File: config.mk
export PLATFORM = sky130hd
export DESIGN_NAME = uart_tx_fifo
export DESIGN_NICKNAME = d
export VERILOG_FILES = /design/src/rtl/uart_tx_fifo.sv
export SDC_FILE = /design/constraint.sdc
export NUM_CORES = 1
export LEC_CHECK = 0
export ABC_CLOCK_PERIOD_IN_PS = 3000
export CAP_MARGIN = 10
export CORE_MARGIN = 3
export CORE_UTILIZATION = 59
export DETAILED_ROUTE_END_ITERATION = 10
export PLACE_DENSITY = 0.77
export REMOVE_ABC_BUFFERS = 1
export SLEW_MARGIN = 0
export SYNTH_ARGS = -nofsm -noshare
export SYNTH_HDL_FRONTEND = slang
export SYNTH_SLANG_ARGS = --single-unit
export TNS_END_PERCENT = 100
File: constraint.sdc
create_clock -name clk -period 3 [get_ports clk]
set_clock_uncertainty 0.15 [all_clocks]
set_input_delay 0.9 -clock clk [delete_from_list [all_inputs] [get_ports clk]]
set_output_delay 0.9 -clock clk [all_outputs]
set_load 0.01 [all_outputs]
File: src/rtl/uart_tx_fifo.sv
// Byte FIFO feeding a UART transmitter: queues producer writes and issues one
// tx_en strobe per byte, waiting for a tx_done rising edge before the next.
module uart_tx_fifo #(
    parameter int unsigned data_width     = 8,
    parameter int unsigned depth_log2     = 4,
    parameter bit          run_active_low = 1'b1
) (
    input  logic                  clk,
    input  logic                  rst,
    input  logic [data_width-1:0] wr_data,
    input  logic                  wr_en,
    input  logic                  flush,
    output logic                  full,
    output logic                  empty,
    output logic [depth_log2:0]   count,
    output logic                  overflow,
    output logic                  busy,
    output logic [data_width-1:0] data_tx,
    output logic                  tx_en,
    input  logic                  tx_done
);

    localparam int unsigned DEPTH     = 2 ** depth_log2;
    localparam int unsigned CW        = depth_log2 + 1;
    localparam logic        TX_ACTIVE = run_active_low ? 1'b0 : 1'b1;

    typedef enum logic [1:0] {
        S_IDLE  = 2'd0,
        S_START = 2'd1,
        S_WAIT  = 2'd2
    } state_t;

    state_t                r_state;
    state_t                w_state_nxt;

    logic [data_width-1:0] r_mem [DEPTH];
    logic [depth_log2-1:0] r_wr_ptr;
    logic [depth_log2-1:0] r_rd_ptr;
    logic [CW-1:0]         r_count;
    logic                  r_full;
    logic                  r_empty;
    logic                  r_overflow;
    logic                  r_busy;
    logic                  r_tx_en;
    logic [data_width-1:0] r_data_tx;
    logic                  r_done_q;

    logic                  w_done_rise;
    logic                  w_wr_acc;
    logic                  w_pop;
    logic                  w_tx_en_nxt;
    logic                  w_busy_nxt;
    logic [CW-1:0]         w_count_nxt;

    assign w_done_rise = tx_done & ~r_done_q;
    // Write admission uses the registered full flag; a same-cycle pop never makes room.
    assign w_wr_acc    = wr_en & ~r_full & ~flush;

    always_ff @(posedge clk) begin : state_reg
        if (rst) begin
            r_state <= S_IDLE;
        end else begin
            r_state <= w_state_nxt;
        end
    end

    always_comb begin : next_state
        w_state_nxt = r_state;
        case (r_state)
            S_IDLE:  if (!r_empty && !flush) w_state_nxt = S_START;
            S_START: w_state_nxt = S_WAIT;
            S_WAIT:  if (w_done_rise) w_state_nxt = S_IDLE;
            default: w_state_nxt = S_IDLE;
        endcase
    end

    always_comb begin : fsm_outputs
        w_pop       = 1'b0;
        w_tx_en_nxt = ~TX_ACTIVE;
        w_busy_nxt  = 1'b0;
        if (r_state == S_IDLE && !r_empty && !flush) w_pop = 1'b1;
        if (w_state_nxt == S_START) w_tx_en_nxt = TX_ACTIVE;
        if (w_state_nxt != S_IDLE) w_busy_nxt = 1'b1;
    end

    always_comb begin : count_next
        w_count_nxt = r_count;
        if (w_wr_acc && !w_pop) begin
            w_count_nxt = r_count + 1'b1;
        end else if (!w_wr_acc && w_pop) begin
            w_count_nxt = r_count - 1'b1;
        end
    end

    always_ff @(posedge clk) begin : mem_write
        if (w_wr_acc && !rst) begin
            r_mem[r_wr_ptr] <= wr_data;
        end
    end

    // Flush clears the queue and overflow but leaves any byte in flight alone.
    always_ff @(posedge clk) begin : fifo_ctrl
        if (rst || flush) begin
            r_wr_ptr   <= '0;
            r_rd_ptr   <= '0;
            r_count    <= '0;
            r_full     <= 1'b0;
            r_empty    <= 1'b1;
            r_overflow <= 1'b0;
        end else begin
            if (w_wr_acc) r_wr_ptr <= r_wr_ptr + 1'b1;
            if (w_pop)    r_rd_ptr <= r_rd_ptr + 1'b1;
            r_count <= w_count_nxt;
            r_full  <= (w_count_nxt == CW'(DEPTH));
            r_empty <= (w_count_nxt == '0);
            if (wr_en && r_full) r_overflow <= 1'b1;
        end
    end

    always_ff @(posedge clk) begin : out_regs
        if (rst) begin
            r_tx_en   <= ~TX_ACTIVE;
            r_busy    <= 1'b0;
            r_data_tx <= '0;
            r_done_q  <= 1'b0;
        end else begin
            r_done_q <= tx_done;
            r_tx_en  <= w_tx_en_nxt;
            r_busy   <= w_busy_nxt;
            if (w_pop) r_data_tx <= r_mem[r_rd_ptr];
        end
    end

    assign full     = r_full;
    assign empty    = r_empty;
    assign count    = r_count;
    assign overflow = r_overflow;
    assign busy     = r_busy;
    assign data_tx  = r_data_tx;
    assign tx_en    = r_tx_en;

endmodule

-- Yosys cells after proc, flatten, opt, wreduce, memory -nomap -nowiden
Memory sizes are Yosys's and may differ from the RTL's. A register that Yosys moved wholly into a read port is not among the register bits.
Index checks and enable logic that the tools add are counted.
- add/subtract/negate cells: 4
- equality and inequality tests: 4
- muxes and demuxes: 10
- bitwise gates (word level): 6
- reductions and logical operators: 16
- operators by type and width (operator ; count):
    5-bit 2-to-1 mux ; 2
    4-bit by 1-bit adder with 4-bit output, second input constant ; 2
    1-bit logical AND ; 7
    2-bit case mux with 3 select lines ; 1
    5-bit by 1-bit adder with 5-bit output, second input constant ; 1
    5-bit == test, second input constant ; 1
    1-bit zero test ; 5
    5-bit zero test ; 1
    1-bit 2-to-1 mux ; 5
    5-bit by 1-bit subtractor with 5-bit output, second input constant ; 1
    2-bit by 1-bit == test with 1-bit output, second input constant ; 2
    2-bit 2-to-1 mux ; 2
    1-bit bitwise AND ; 3
    1-bit inverter ; 3
    2-bit == test, second input constant ; 1
    2-bit zero test ; 1
    2-bit nonzero test ; 1
    1-bit logical OR ; 1
- register bits: 21
- memory bits (writable): 128
- memories kept: 1
- memory list (name ; words ; bits a word ; read ports ; clocked after memory_dff ; write ports ; line ; text):
    r_mem ; 16 ; 8 ; 1 ; 1 ; 1 ; 36 ; logic [data_width-1:0] r_mem [DEPTH];

-- Longest topological paths before layout
Gate-level depths: netlist of run 1.
- word-level depth: 8
- depth in mapped cells: 7
- gate-level depth less buffers: 6

-- Worst setup path after synthesis of run 1
Ideal clock, no wire load.
- path kind: input-to-reg
- from: input flush
- to: memory r_mem[1][0] (enable)
- setup time: 0.370 ns
- arrival: 2.270 ns
- required time: 2.480 ns
- slack: 0.210 ns
- stages on the path: 4
- cells stage by stage: or3b_2 -> clkbuf_1 -> or3_1 -> nor2_1
- longest elaborated chain between the ends: 5
- RTL lines (element ; line ; text):
    start, declared ; 12 ; input logic flush,
    1-bit inverter ; 57 ; assign w_wr_acc = wr_en & ~r_full & ~flush;
    1-bit bitwise AND ; 57 ;
    1-bit logical AND ; 96 ; if (w_wr_acc && !rst) begin
    1-bit 2-to-1 mux ; 96 ;
    1-bit 2-to-1 mux (implied by the code) ; 97 ; r_mem[r_wr_ptr] <= wr_data;
    end, declared ; 36 ;
Every way passes these cells.

-- Worst setup path after layout of run 1
- from: register r_count[2] (netlist: count[2])
- to: output count[2]
- RTL lines (element ; line ; text):
    start, declared ; 39 ; logic [CW-1:0] r_count;
    start signal, assigned ; 113 ; r_count <= w_count_nxt;
    end, declared ; 15 ; output logic [depth_log2:0] count,
No word-level cell between the ends.

==> results.md, run 1 <==
Route:
- The violation count after the first detailed-route iteration is 278.
- The number of DRC violations after detailed routing is 0.
- The detail route stage leaves a number of antenna-violating nets equal to 0.
- Wires add up to 12700 µm.
- The total via count after detailed routing is around 3500.
- Before antenna repair, the detailed router went through 6 iterations.
- The average routed wire per standard cell is 22.3 µm.
- In the routed layout, each cell is associated on average with a via count of 6.14.

Power and ir drop:
- The static power due to leakage is 2.39 nW.
- The share of power burned in the clock network is 0.429.
- Of the total power, the share spent switching nets is 0.218.
- The share of total power dissipated in combinational logic is 0.036.
- The switching component of the power is 0.968 mW.
- The design draws between 4 and 5 mW.
- The worst-case IR drop observed on VDD is 459 µV.
- The internal portion of the total power is 3.47 mW.
- Of the total power, registers draw 0.535.
- The power density of the placed cells is 603 nW/µm².

Global route:
- The met3 global-route usage is 0.0573.
- The total congestion overflow after global routing is 0.
- Entering global routing, the biggest net connects 36 pins.
- The initial antenna violation count is 0.
- For met2 alone, demand over resource in global routing was 0.371.
- The fraction of met1 tracks used by global routing is 0.332.
- The total track usage is 0.236.
- The global-route wire length before repair is roughly 20000 µm.
- The number of global-route vias before repair was 3557.
- met2 is the most crowded layer.

Clock tree:
- The clock passes through at most 2 buffers.
- The number of clock buffers inserted by TritonCTS is 17.
- For this design, the sink count on the clock tree is 157.
- The clock tree root driver cell is sky130_fd_sc_hd__clkbuf_8.
- The TritonCTS clock tree is yes.
- The worst-skew pair later-pin latency is 0.52 ns.
- Gates resized during post-CTS repair numbered 0.
- The H-tree depth is 4.
- The number of buffers inserted for hold repair after clock tree synthesis is 0.
- The post-CTS setup repair buffer count is 0.
- The clock transition at the registers of the reported paths is 0.07 ns.

Worst setup path:
- The delay of the slowest cell on the worst path is 0.60 ns.
- The type of origin of the critical path is a flop.
- The worst endpoint required time is 1.95 ns.
- The signal on the critical path passes through clkdlybuf4s50_1.
- The highest fanout seen on the critical path is 6.
- Counting both buffers and inverters, the worst setup path holds a total of 1.
- The cell family contributing the most delay on the critical path is buffers and inverters.
- For this design, the slowest cell found on the critical path is sky130_fd_sc_hd__clkdlybuf4s50_1.
- The arrival time reported for the critical path endpoint is 1.60 ns.
- The critical setup path kind is flop to primary output.
- The kind of capture point of the worst setup path is a primary output.

STA:
- Headroom to the max-slew limit came out at 0.507.
- The setup slack of the critical path after layout is 0.354 ns.
- For this run, the top clock speed supported by timing is 378 MHz.
- The number of slew-limit violations in the final report was 0.
- Setup repair after global routing left no endpoint under its margin.
- The number of setup violations in the final report is 0.
- After routing, the total negative slack on setup checks comes to 0 ns.
- The slew at the pin closest to its max-slew limit is approximately 0.74 ns.
- The number of hold violations in the final report is 0.
- The part of the cycle the worst path needs is 0.882.
- The time the worst path needs with I/O delays and setup is 2.65 ns.

Placement:
- Detailed placement finished with a half-perimeter wire length of 8310 µm.
- The number of port buffers is 30.
- The post-placement worst setup slack is -0.0779 ns.
- The final weighted congestion of routability-driven global placement is 0.841.

Layout:
- The final net count is between 400 and 500.
- In the layout the commonest cells are 128 x sky130_fd_sc_hd__edfxtp_1, 38 x sky130_fd_sc_hd__nor2_1, 32 x sky130_fd_sc_hd__mux4_2, 30 x sky130_fd_sc_hd__clkdlybuf4s50_1, 28 x sky130_fd_sc_hd__dfxtp_1.
- The layout-stage area growth over the synthesis result is 19.0%.
- The fill cell total of the finished layout is 622.
- In the final layout, the share of cells above drive strength 1 is 0.230.
- Leaving out fill and tap cells, the most frequent cell in the layout is sky130_fd_sc_hd__edfxtp_1.
- 0 antenna diodes ended up in the layout.

Floorplan:
- In this run the standard cell core region covers 10000 µm².
- The starting density of the core is 0.618.
- The die covers 11700 µm².
- From bottom edge to top edge, the die measures 108 µm.
- The initialized floorplan defines 36 standard-cell rows.
- From left edge to right edge, the die measures 108 µm.
- The I/O pin total is 31.

Synth:
- The share of synthesized area in the top cell type comes to 0.622.
- Counting every instance in the synthesized netlist gives approximately 370.
- The netlist uses 41 different library cells.
- The commonest register cell after synthesis is sky130_fd_sc_hd__edfxtp_1.
- sky130_fd_sc_hd__edfxtp_1 takes more of the synthesized area than any other cell.
- After synthesis the netlist holds a flip-flop and latch count of 157.
- The synthesized area per cell is 16.9 µm².
- Counting flops with a built-in enable in the synthesized netlist gives 128.
- After synthesis the cells add up to between 6000 and 7000 µm².
- For this run, the register share of the synthesized area comes to 0.716.
- The total number of yosys warnings is 0.
- The share of flip-flops with an asynchronous set or reset after synthesis is 0.
- Ranked by total cell area, the synthesized netlist is headed by sky130_fd_sc_hd__edfxtp_1 62%, sky130_fd_sc_hd__mux4_2 12%, sky130_fd_sc_hd__dfxtp_1 9.4%.

Run:
- The count of maximum capacitance violations is 0.

Run status:
- The run finished with clean final reports.

Hold path:
- The worst hold path belongs to the class flop to flop.
==> metrics by stage <==
stage,hold slack (ns),std cells,area [µm²],util
2_1_floorplan,0.332,347,6100,-
3_3_place_gp,0.304,536,6830,0.683
3_5_place_dp,0.309,536,6830,0.683
4_1_cts,0.326,568,7360,0.736
5_1_grt,0.368,568,7360,0.736
6_report,0.324,568,7360,0.736
==> kinds of logic after synthesis <==
family,share of synthesized area
simple gates,0.0680
xor+xnor,0.0113
mux,0.120
compound gates,0.0540
buf+inv,0.0168
fa+ha+maj,0.0142
flops,0.716
==> flip-flops by register name, indices dropped and copies added (netlist names) <==
| register | cells |
|---|---|
| full | 1 |
| data_tx | 8 |
| r_rd_ptr | 4 |
| r_mem | 128 |
| empty | 1 |
| r_done_q | 1 |
| r_state | 2 |
| tx_en | 1 |
| count | 5 |
| r_wr_ptr | 4 |
| overflow | 1 |
| busy | 1 |
==> worst min-delay path, stage by stage (launching register included) <==
cell                      delay (ns)
sky130_fd_sc_hd__dfxtp_1        0.33
sky130_fd_sc_hd__a21oi_1        0.04
sky130_fd_sc_hd__nor2_1         0.07
==> path summary, 6_finish.rpt <==
kind,start,to,slack (ns),depth (start not counted)
worst min register to register,overflow$_SDFFE_PP0P_,overflow$_SDFFE_PP0P_,0.32,2
worst max register to register,full$_SDFF_PP0_,r_mem[1][3]$_DFFE_PP_,0.93,4
worst min-delay path,overflow$_SDFFE_PP0P_,overflow$_SDFFE_PP0P_,0.32,2
worst max-delay path,count[2]$_SDFF_PP0_,count[2],0.35,1
==> cells in the mapped netlist, types with 3 or more instances <==
cell                       instances
sky130_fd_sc_hd__buf_2             5
sky130_fd_sc_hd__dfxtp_1          29
sky130_fd_sc_hd__edfxtp_1        128
sky130_fd_sc_hd__a211oi_1          3
sky130_fd_sc_hd__clkbuf_1         11
sky130_fd_sc_hd__xor2_1            5
sky130_fd_sc_hd__xnor2_1           3
sky130_fd_sc_hd__a21oi_1          23
sky130_fd_sc_hd__nor2_1           38
sky130_fd_sc_hd__mux4_2           32
sky130_fd_sc_hd__a22oi_1          16
sky130_fd_sc_hd__nand3_1           4
sky130_fd_sc_hd__ha_1              7
sky130_fd_sc_hd__inv_1             7
sky130_fd_sc_hd__nand4_1           3
sky130_fd_sc_hd__nand2_1          12
sky130_fd_sc_hd__nand2b_1          6
sky130_fd_sc_hd__and2_1            6
==> final cells by class <==
cell class,instances,area (µm²),share of cell area
clock buffers,18,418,0.0568
clock inverters,14,110,0.0150
inverters,7,26.3,0.00357
multi-input cells,183,1650,0.225
flip-flops and latches,157,4430,0.601
well taps,133,166,0.0226
repair buffers,56,558,0.0758
==> power by group through the flow <==
stage | combinational, mW | clock (mW) | sequential [mW]
finish | 0.159 | 1.90 | 2.38
global route | 0.174 | 2.02 | 2.38
CTS | 0.160 | 1.93 | 2.38
detailed placement | 0.158 | 0 | 2.42
global placement | 0.154 | 0 | 2.42
floorplan | 0.0627 | 0 | 2.43
==> metal layers <==
layer	share of wire	routed length [µm]
met1	0.41	5250
met3	0.072	911
met5	0	0
met4	0.013	164
met2	0.50	6370
Note: power is estimated with default switching activity, not from simulation.
==> run 2: changes to the inputs <==
- CTS_CLUSTER_DIAMETER: default -> 80
- PLACE_DENSITY: 0.77 -> 0.84
- SLEW_MARGIN: 0 -> default
==> run 2 against run 1 <==
Against the previous run: die area is the same; critical path type unchanged; wire length decreased by 0.17%; critical path depth unchanged; worst hold slack improved by 0.029 ns; sequential share of layout area shrank 0.18 points; utilization up 0.23 points.
==> results.md, run 2 (synthesis gave the netlist of run 1 again) <==
Run status:
- The flow ran to the end, and the final reports show no timing, DRC or antenna violations.

Clock tree:
- The number of buffers inserted for hold repair after clock tree synthesis is 0.
- The tree built by TritonCTS fans out to roughly 160 sinks.
- The clock passes through at most 2 buffers.
- The clock tree root driver cell is sky130_fd_sc_hd__clkbuf_8.
- Counting the buffers created by CTS gives 17.
- Post-CTS timing repair inserted 0 buffers for setup.
- The post-cts gate resize count is 0.
- The clock transition at the registers of the reported paths is 0.07 ns.
- The H-tree depth is 4.
- The TritonCTS clock tree is yes.
- The later pin in the worst-skew pair is clocked with a latency of 0.52 ns.

Worst setup path:
- The startpoint of the worst-slack reg-to-reg timing path is r_rd_ptr[0]$_SDFFE_PP0P_.
- The worst reg-to-reg setup slack is 0.90 ns.
- The worst register-to-register path ends at data_tx[7]$_SDFFE_PP0P_.
- Walking the worst path, the cells encountered are clkdlybuf4s50_1.
- The combined buffer and inverter count along the critical path is 1.
- The critical path in this run is classified as flop to primary output.
- The worst setup path is launched from a flop.
- The startpoint of the worst setup timing path is count[2]$_SDFF_PP0_.
- In this design, the stage delay of the slowest critical-path cell is roughly 0.6 ns.
- Grouping stages by cell kind, the critical path spends the most delay in buffers and inverters.
- The slowest stage of the critical path is the sky130_fd_sc_hd__clkdlybuf4s50_1 cell.
- Along the worst path, the maximum fanout reaches 6.
- The kind of capture point of the worst setup path is a primary output.
- Counting cells, the worst reg-to-reg path comes to 6.
- The worst endpoint required time is 1.95 ns.
- The arrival time reported for the critical path endpoint is 1.62 ns.

Power and ir drop:
- In this run the power density over the cells is ~600 nW/µm².
- The internal power contribution is 3.46 mW.
- The switching share of power is 0.215.
- The sequential share of power is 0.538.
- The maximum VDD drop is 385 µV.
- The design draws between 4 and 5 mW.
- For this design the total switching power over the nets is 0.951 mW.
- The share of total power dissipated in the clock network is 0.427.
- The static power due to leakage is 2.41 nW.
- The part of the power in combinational logic is 0.035.

STA:
- The setup slack of the critical path after layout is 0.327 ns.
- The clock period could shrink to 2.67 ns.
- For the pin with the worst max-slew slack, the measured transition is 0.618 ns.
- The number of setup violations in the final report is 0.
- The part of the cycle the worst path needs is 0.891.
- Setup repair after global routing left no endpoint under its margin.
- The number of hold violations in the final report is 0.
- The worst hold margin is 0.353 ns.
- The number of slew-limit violations in the final report is 0.
- The worst slew margin relative to its limit is 0.587.
- The highest clock frequency the design can meet is 374 MHz.
- The aggregate negative setup slack is 0 ns.

Route:
- In this run, the number of DRC markers left after iteration 0 of detailed routing was 232.
- The total via count after detailed routing is 3496.
- The first-pass iteration count of the detailed router is 4.
- The post-detailed-route count of antenna-violating nets is 0.
- After detailed routing, the average wire length per cell comes to 22.1 µm.
- Dividing the detail-routed via count by the number of cells gives 6.10.
- The aggregate routed wire length is 12700 µm.
- The number of DRC violations after detailed routing is 0.

Hold path:
- For hold timing, the worst endpoint is data_tx[1]$_SDFFE_PP0P_.
- The path category of the worst min-delay check is flop to flop.
- The number of stages on the worst hold path is 2.
- The hold path startpoint is data_tx[1]$_SDFFE_PP0P_.

Global route:
- The total congestion overflow after global routing is 0.
- The largest net degree at the start of global routing is 36.
- The initial antenna violation count is 0.
- The number of global-route vias before repair is about 3600.
- The global-route wire length before repair is 20300 µm.
- For this run, the total global-route usage over all layers was measured as 0.241.

Floorplan:
- The floorplan step defined a core boundary enclosing around 10000 µm².
- The starting density of the core is 0.618.
- The die is 108 µm wide.
- Row generation in the floorplan step produced 36 rows.
- The floorplan step defined a die boundary enclosing 11700 µm².
- The die height is 108 µm.
- The I/O pin total is 31.

Layout:
- The summed area of non-filler cells in the final layout is 7380 µm².
- The area growth from synthesis to layout is 19.4%.
- The fill cell total of the finished layout is 601.
- The number of flip-flops in the largest register is 128.
- The multi-input combinational cells in the finished layout cover a total of 1650 µm².
- The final non-filler cell total is 573.
- In the layout the commonest cells are 128 x sky130_fd_sc_hd__edfxtp_1, 38 x sky130_fd_sc_hd__nor2_1, 32 x sky130_fd_sc_hd__mux4_2, 30 x sky130_fd_sc_hd__clkdlybuf4s50_1, 28 x sky130_fd_sc_hd__dfxtp_1.
- The net count of the finished layout is between 400 and 500.
- The share of post-route cells with drive strength above 1 is 0.232.
- 0 antenna diodes ended up in the layout.
- For this run, the share of the core covered by cells in the final layout is 0.738.
- The most common cell after layout, fill and taps aside is sky130_fd_sc_hd__edfxtp_1.
- The register name with the most flops is r_mem.
- The register area is 4430 µm².

Placement:
- Port buffering added 30 buffers.
- The final weighted congestion of routability-driven global placement is ~0.84.
- In this run the cell area measured after placement is 6860 µm².
- The number of placed instances with taps included is between 500 and 600.
- Summed over all nets, the half-perimeter wirelength after detailed placement is between 8000 and 9000 µm.
- The post-placement worst setup slack is -0.124 ns.

Run:
- The count of maximum capacitance violations is 0.
-- run 2: final cells by class --
class                   count  area share
clock buffers              18      0.0566
clock inverters            14      0.0146
inverters                   7     0.00356
multi-input cells         183       0.224
flip-flops and latches    157       0.600
well taps                 133      0.0225
repair buffers             61      0.0790
-- run 2: worst max-delay path by stage --
stage,end,cells after the start
floorplan,empty$_SDFF_PP1_,5
finish,count[2],1
CTS,count[2],1
global placement,r_mem[2][7]$_DFFE_PP_,5
detailed placement,r_mem[3][4]$_DFFE_PP_,5
global route,count[2],1
-- run 2: worst min-delay path: stages, from the launching register on --
cell and delay, ns:
sky130_fd_sc_hd__dfxtp_1 0.33, sky130_fd_sc_hd__a21oi_1 0.06, sky130_fd_sc_hd__nor2_1 0.08
-- run 2: metal layers --
metal,part of all wire,vias up,track usage
met2,0.52,133,0.400
met1,0.41,1792,0.325
li1,-,1550,-
met5,0,-,0
met3,0.054,21,0.0490
met4,0.017,0,0.0812
-- run 2: power by group through the flow --
stage               Sequential (mW)  Combinational, mW  Clock (mW)
finish                         2.37              0.156        1.88
global route                   2.37              0.171        2.00
CTS                            2.37              0.156        1.90
detailed placement             2.42              0.155           0
global placement               2.42              0.148           0
floorplan                      2.43             0.0627           0
